[src/rtl/bldc_pwm3_if.sv]
// Controller-side signal bundle for the three-phase PWM generator.
// master = commutation/speed controller, slave = bldc_pwm3.
interface bldc_pwm3_if #(
  parameter int unsigned CTR_LEN = 8,
  parameter int unsigned DT_LEN  = 4
);
  logic               enable;
  logic [CTR_LEN-1:0] period;
  logic [CTR_LEN-1:0] compare_a;
  logic [CTR_LEN-1:0] compare_b;
  logic [CTR_LEN-1:0] compare_c;
  logic               load;
  logic [DT_LEN-1:0]  dead_time;
  logic [2:0]         hi;
  logic [2:0]         lo;
  logic               cycle_start;

  modport master (
    output enable, period, compare_a, compare_b, compare_c, load, dead_time,
    input  hi, lo, cycle_start
  );

  modport slave (
    input  enable, period, compare_a, compare_b, compare_c, load, dead_time,
    output hi, lo, cycle_start
  );
endinterface

[src/rtl/bldc_pwm3.sv]
// Three-phase PWM with double-buffered compares and per-phase dead-time.
// Define PWM_CENTER_ALIGN_EN for up/down (center-aligned) counting.
module bldc_pwm3 #(
  parameter int unsigned CTR_LEN = 8,
  parameter int unsigned DT_LEN  = 4
) (
  input  logic        clk,
  input  logic        rst,
  bldc_pwm3_if.slave  bus
);

  typedef logic [CTR_LEN-1:0] ctr_t;
  typedef logic [DT_LEN-1:0]  dt_t;

  localparam ctr_t CTR_ONE = ctr_t'(1);
  localparam dt_t  DT_ONE  = dt_t'(1);

  ctr_t       cnt_q, cnt_d;
  ctr_t       pend_q [3];
  ctr_t       pend_d [3];
  ctr_t       act_q  [3];
  ctr_t       act_d  [3];
  ctr_t       cmp_in [3];
  logic       pv_q, pv_d;
  logic [2:0] raw_q, raw_d;
  logic [2:0] hi_q, hi_d;
  logic [2:0] lo_q, lo_d;
  dt_t        dt_q [3];
  dt_t        dt_d [3];
  logic       cs_q, cs_d;
  logic       boundary;

`ifdef PWM_CENTER_ALIGN_EN
  typedef enum logic {DIR_UP, DIR_DOWN} dir_e;
  dir_e dir_q, dir_d;
`endif

  assign cmp_in[0] = bus.compare_a;
  assign cmp_in[1] = bus.compare_b;
  assign cmp_in[2] = bus.compare_c;

  always_comb begin
    boundary = bus.enable && (cnt_q == '0);
    cs_d     = boundary;
    pv_d     = pv_q;
    pend_d   = pend_q;
    act_d    = act_q;
    // Transfer reads pend_q, so a load in the boundary cycle waits a full period.
    if (boundary && pv_q) begin
      act_d = pend_q;
      pv_d  = 1'b0;
    end
    if (bus.load) begin
      pend_d = cmp_in;
      pv_d   = 1'b1;
    end

`ifdef PWM_CENTER_ALIGN_EN
    dir_d = dir_q;
    if (!bus.enable || (bus.period == '0)) begin
      cnt_d = '0;
      dir_d = DIR_UP;
    end else if (cnt_q > bus.period) begin
      cnt_d = '0;
      dir_d = DIR_DOWN;
    end else if (cnt_q == '0) begin
      cnt_d = CTR_ONE;
      dir_d = DIR_UP;
    end else if (dir_q == DIR_UP) begin
      if (cnt_q == bus.period) begin
        cnt_d = cnt_q - CTR_ONE;
        dir_d = DIR_DOWN;
      end else begin
        cnt_d = cnt_q + CTR_ONE;
      end
    end else begin
      cnt_d = cnt_q - CTR_ONE;
    end
`else
    if (!bus.enable || (cnt_q >= bus.period)) cnt_d = '0;
    else                                      cnt_d = cnt_q + CTR_ONE;
`endif

    // Compare against act_d so the boundary cycle already uses the new duty.
    for (int unsigned i = 0; i < 3; i++) begin
      raw_d[i] = act_d[i] > cnt_q;
      if (!bus.enable) begin
        dt_d[i] = bus.dead_time;
        hi_d[i] = 1'b0;
        lo_d[i] = 1'b0;
      end else begin
        hi_d[i] = (dt_q[i] == '0) &&  raw_q[i];
        lo_d[i] = (dt_q[i] == '0) && !raw_q[i];
        if (raw_d[i] != raw_q[i]) dt_d[i] = bus.dead_time;
        else if (dt_q[i] != '0)   dt_d[i] = dt_q[i] - DT_ONE;
        else                      dt_d[i] = dt_q[i];
      end
    end
  end

  always_ff @(posedge clk) begin
    if (rst) begin
      cnt_q  <= '0;
      pend_q <= '{default: '0};
      act_q  <= '{default: '0};
      pv_q   <= 1'b0;
      raw_q  <= '0;
      dt_q   <= '{default: '0};
      hi_q   <= '0;
      lo_q   <= '0;
      cs_q   <= 1'b0;
`ifdef PWM_CENTER_ALIGN_EN
      dir_q  <= DIR_UP;
`endif
    end else begin
      cnt_q  <= cnt_d;
      pend_q <= pend_d;
      act_q  <= act_d;
      pv_q   <= pv_d;
      raw_q  <= raw_d;
      dt_q   <= dt_d;
      hi_q   <= hi_d;
      lo_q   <= lo_d;
      cs_q   <= cs_d;
`ifdef PWM_CENTER_ALIGN_EN
      dir_q  <= dir_d;
`endif
    end
  end

  assign bus.hi          = hi_q;
  assign bus.lo          = lo_q;
  assign bus.cycle_start = cs_q;

endmodule

[src/flat_wrapper.sv]
// flat-port wrapper written by rule: the top's interface ports become plain ports
module bldc_pwm3_flat 
#(
  parameter int unsigned CTR_LEN = 8,
  parameter int unsigned DT_LEN  = 4
)
  (clk, rst, bus_enable, bus_period, bus_compare_a, bus_compare_b, bus_compare_c, bus_load, bus_dead_time, bus_hi, bus_lo, bus_cycle_start);
  bldc_pwm3_if #(.CTR_LEN(CTR_LEN), .DT_LEN(DT_LEN)) bus_i ();
  input  logic clk;
  input  logic rst;
  input wire logic [$bits(bus_i.enable)-1:0] bus_enable;
  input wire logic [$bits(bus_i.period)-1:0] bus_period;
  input wire logic [$bits(bus_i.compare_a)-1:0] bus_compare_a;
  input wire logic [$bits(bus_i.compare_b)-1:0] bus_compare_b;
  input wire logic [$bits(bus_i.compare_c)-1:0] bus_compare_c;
  input wire logic [$bits(bus_i.load)-1:0] bus_load;
  input wire logic [$bits(bus_i.dead_time)-1:0] bus_dead_time;
  output wire logic [$bits(bus_i.hi)-1:0] bus_hi;
  output wire logic [$bits(bus_i.lo)-1:0] bus_lo;
  output wire logic [$bits(bus_i.cycle_start)-1:0] bus_cycle_start;
  assign bus_i.enable = bus_enable;
  assign bus_i.period = bus_period;
  assign bus_i.compare_a = bus_compare_a;
  assign bus_i.compare_b = bus_compare_b;
  assign bus_i.compare_c = bus_compare_c;
  assign bus_i.load = bus_load;
  assign bus_i.dead_time = bus_dead_time;
  assign bus_hi = bus_i.hi;
  assign bus_lo = bus_i.lo;
  assign bus_cycle_start = bus_i.cycle_start;
  bldc_pwm3 #(.CTR_LEN(CTR_LEN), .DT_LEN(DT_LEN)) u_core (.clk(clk), .rst(rst), .bus(bus_i));
endmodule
[config.mk]
export PLATFORM = sky130hd
export DESIGN_NAME = bldc_pwm3_flat
export DESIGN_NICKNAME = d
export VERILOG_FILES = /design/src/rtl/bldc_pwm3_if.sv /design/src/rtl/bldc_pwm3.sv /design/src/flat_wrapper.sv
export SDC_FILE = /design/constraint.sdc
export NUM_CORES = 1
export LEC_CHECK = 0
export BUFFER_PORTS_ARGS = -buffer_cell sky130_fd_sc_hd__buf_2
export CORE_ASPECT_RATIO = 2
export CORE_MARGIN = 8
export CORE_UTILIZATION = 58
export DETAILED_ROUTE_END_ITERATION = 6
export HOLD_SLACK_MARGIN = 0.05
export PLACE_DENSITY = 0.8
export SYNTH_ARGS = -nofsm -noshare
export SYNTH_HDL_FRONTEND = slang
export SYNTH_SLANG_ARGS = --single-unit
[constraint.sdc]
create_clock -name clk -period 3.75 [get_ports clk]
set_input_delay 0.5625 -clock clk [delete_from_list [all_inputs] [get_ports clk]]
set_output_delay 0.5625 -clock clk [all_outputs]
set_load 0.01 [all_outputs]
==> results.cfg <==
[outcome]
status = complete, no violations

[worst_setup_path]
arrival_ns = 3.72
path_max_fanout = 24
end_kind = flip-flop
critPathKind = reg -> reg
start_kind = flip-flop
cp_slowest_stage_delay_ns = 0.55
critical_path_required_ns = 4.01
crit_chain = inv_1 -> ha_1 -> nand4_1 -> inv_2 -> nand2_4 -> mux2_2 -> ha_1 -> a21oi_1 -> o21ai_0 -> o22ai_1 -> mux2i_1 -> mux2i_1
cp_slowest_cell = mux2i_1

[run]
drv_cap = 0

[clocking]
root_buffer = clkbuf_16
cts_setup_buffers = 0
worstSkewPairLatency_ns = 0.34
htree_levels = 3
cts_tree = built
hold_buffers = 0
cts_resized = 0
cts.path.max_buffers = 2
cts_buffers = 9
cts_sinks = 79
clk_pin_slew_ns = 0.05

[global_route]
grt_usage = 0.169
grt_max_degree = 70
grt_overflow_total = 0
grt_pass1_wl_um = 12900
antenna_found_initial = 0
grt_pass1_vias = 2880

[logic_synthesis]
ys_seq_elements = 79
synth_edf_count = 0
yosysWarnings = 0
synthFlopType = dfxtp_1
synth_seq_area_share = 0.397
postSynthNetCount = 483
synth_area_um2 = 3980
async_reset_ff_frac = 0
synth_area_per_cell_um2 = 9.88
synth.distinct_cells = 34
syn_inst = 403

[route]
route.vias.total = 2757
antenna_left = 0
totalWireLength_um = 7590
top_layer_used = met4
vias_per_cell = 5.09
dr_wl_met3_um = 302
first_iter_violations = 163
drt_first_pass_iters = 4
drc = 0
wl_per_cell_um = 14.0
wl_met2_um = 3530
m1WireLength_um = 3450

[timing]
hold_viol_final = 0
finalCritPeriodShare = 0.921
clock.fmax_mhz = 290
worst_pin_slew_ns = 0.759
rsz0062_at_grt = false
drv_slew = 0
tns_ns = 0
finalCriticalPeriod_ns = 3.45
worst_slack_ns = 0.296
slew_headroom = 0.494
setup_viol = 0
skew_ns = 0.00505

[placed_design]
dpl.cell_count = 527
port_buffers = 46
post-place-ws_ns = 0.271
gp_congestion = 0.791
dp_hpwl_um = 5450

[floorplanning]
dieArea_um2 = 9930
io_pins = 47
num_rows = 43
fp.dieH_um = 133
die_w_um = 74.6
coreArea_um2 = 6780
initial_utilization = 0.587

[final_layout]
syn2layout_area_growth_pct = 14.2
fillers = 551
instances_no_fill = 542
drive_gt1_frac = 0.199
n_antenna_cell = 0
nets = 528

[worst_hold_path]
hold_path.class = in -> reg

[pwr]
peakVddDrop_v = 0.000342
p_leak_nw = 2.20
power_mw = 2.13
powerDensity_nw_per_um2 = 468
-- Yosys cell counts (6+ instances only) --
cell,count,share of area
a21oi_1,17,0.021
clkbuf_1,8,0.0075
dfxtp_1,79,0.40
ha_1,40,0.13
inv_1,23,0.022
mux2_4,17,0.064
mux2i_1,45,0.11
nand2_1,16,0.015
nand2b_1,19,0.030
nand4_1,8,0.013
nor2_1,45,0.042
nor2b_1,28,0.044
o21ai_0,6,0.0075
xnor2_1,8,0.018
-- stage by stage --
| step | util | instance area, µm² | hold WS, ns |
|---|---|---|---|
| detailed placement | 0.629 | 4270 | 0.447 |
| floorplan | - | 3980 | 0.416 |
| CTS | 0.671 | 4550 | 0.450 |
| global route | 0.671 | 4550 | 0.451 |
| global placement | 0.629 | 4270 | 0.446 |
| finish | 0.671 | 4550 | 0.459 |
-- power breakdown --
group	switching, mW	internal, mW	leakage, nW
clock	0.324	0.496	0.140
combinational	0.194	0.180	1.42
sequential	0.0373	0.898	0.647
total	0.555	1.57	2.20
-- worst paths after layout --
path	start	end	slack (ns)	cells past startpoint
max	u_core.cnt_q[0]	u_core.dt_q[5]	0.30	12
min	bus_compare_a[2]	u_core.pend_q[18]	0.46	3
max reg2reg	u_core.cnt_q[0]	u_core.dt_q[5]	0.30	12
min reg2reg	u_core.raw_q[2]	u_core.bus.lo[2]	0.47	1
-- layer usage --
layer	vias up	GRT usage
met5	-	0
met4	0	0.100
li1	1460	-
met1	1229	0.200
met3	19	0.0497
met2	49	0.257
-- worst max-delay path, delay by kind of cell (launching register included) --
kind	cells	cell delay, ns
buffers and inverters	2	0.18
muxes	3	1.21
AOI/OAI and AO/OA	3	0.55
and+or+nand+nor	2	0.46
DFF	1	0.46
adders and majority gates	2	0.52
-- kinds of logic after synthesis --
kind of cell | Yosys count | share of synthesized area
multiplexers | 67 | 0.191
adder cells (fa/ha/maj) | 40 | 0.126
XOR/XNOR | 8 | 0.0176
flip-flops | 79 | 0.397
buffers and inverters | 37 | 0.0396
AND/OR/NAND/NOR | 137 | 0.178
AO/OA/AOI/OAI | 35 | 0.0509
-- placed cells by master, fill, tap and decap left out, drive strengths merged --
| cell type | n |
|---|---|
| o22ai | 2 |
| nor2 | 45 |
| nor2b | 28 |
| clkbuf | 12 |
| nor3 | 3 |
| ha | 40 |
| a221o | 1 |
| clkinv | 2 |
| and3 | 5 |
| clkinvlp | 1 |
| nand3 | 3 |
| inv | 24 |
| o211ai | 3 |
| dfxtp | 79 |
| and2 | 1 |
| nand4 | 8 |
| a21o | 3 |
| mux2i | 45 |
| o21ai | 7 |
| nor4 | 2 |
| o22a | 1 |
| nand2 | 17 |
| or3 | 3 |
| xnor2 | 8 |
| buf | 47 |
| mux2 | 22 |
| nand2b | 19 |
| a21oi | 17 |
| a31oi | 1 |
| or2 | 3 |
-- flip-flops by register name, summed over array words and instances, names as in the netlist --
name and flops:
u_core.raw_q 3, u_core.cnt_q 8, u_core.pend_q 24, u_core.bus.cycle_start 1, u_core.pv_q 1, u_core.act_q 24
u_core.dt_q 12, u_core.bus.hi 3, u_core.bus.lo 3
-- final cells by class --
cell class / instances / area [µm²] / share of cell area
clock inverters: 3 / 17.5 / 0.00385
multi-input cells: 287 / 2240 / 0.493
clock buffers: 12 / 267 / 0.0586
flip-flops and latches: 79 / 1580 / 0.348
well taps: 90 / 113 / 0.0248
inverters: 24 / 90.1 / 0.0198
repair buffers: 47 / 238 / 0.0523
Power figures use the tool's default switching activity.
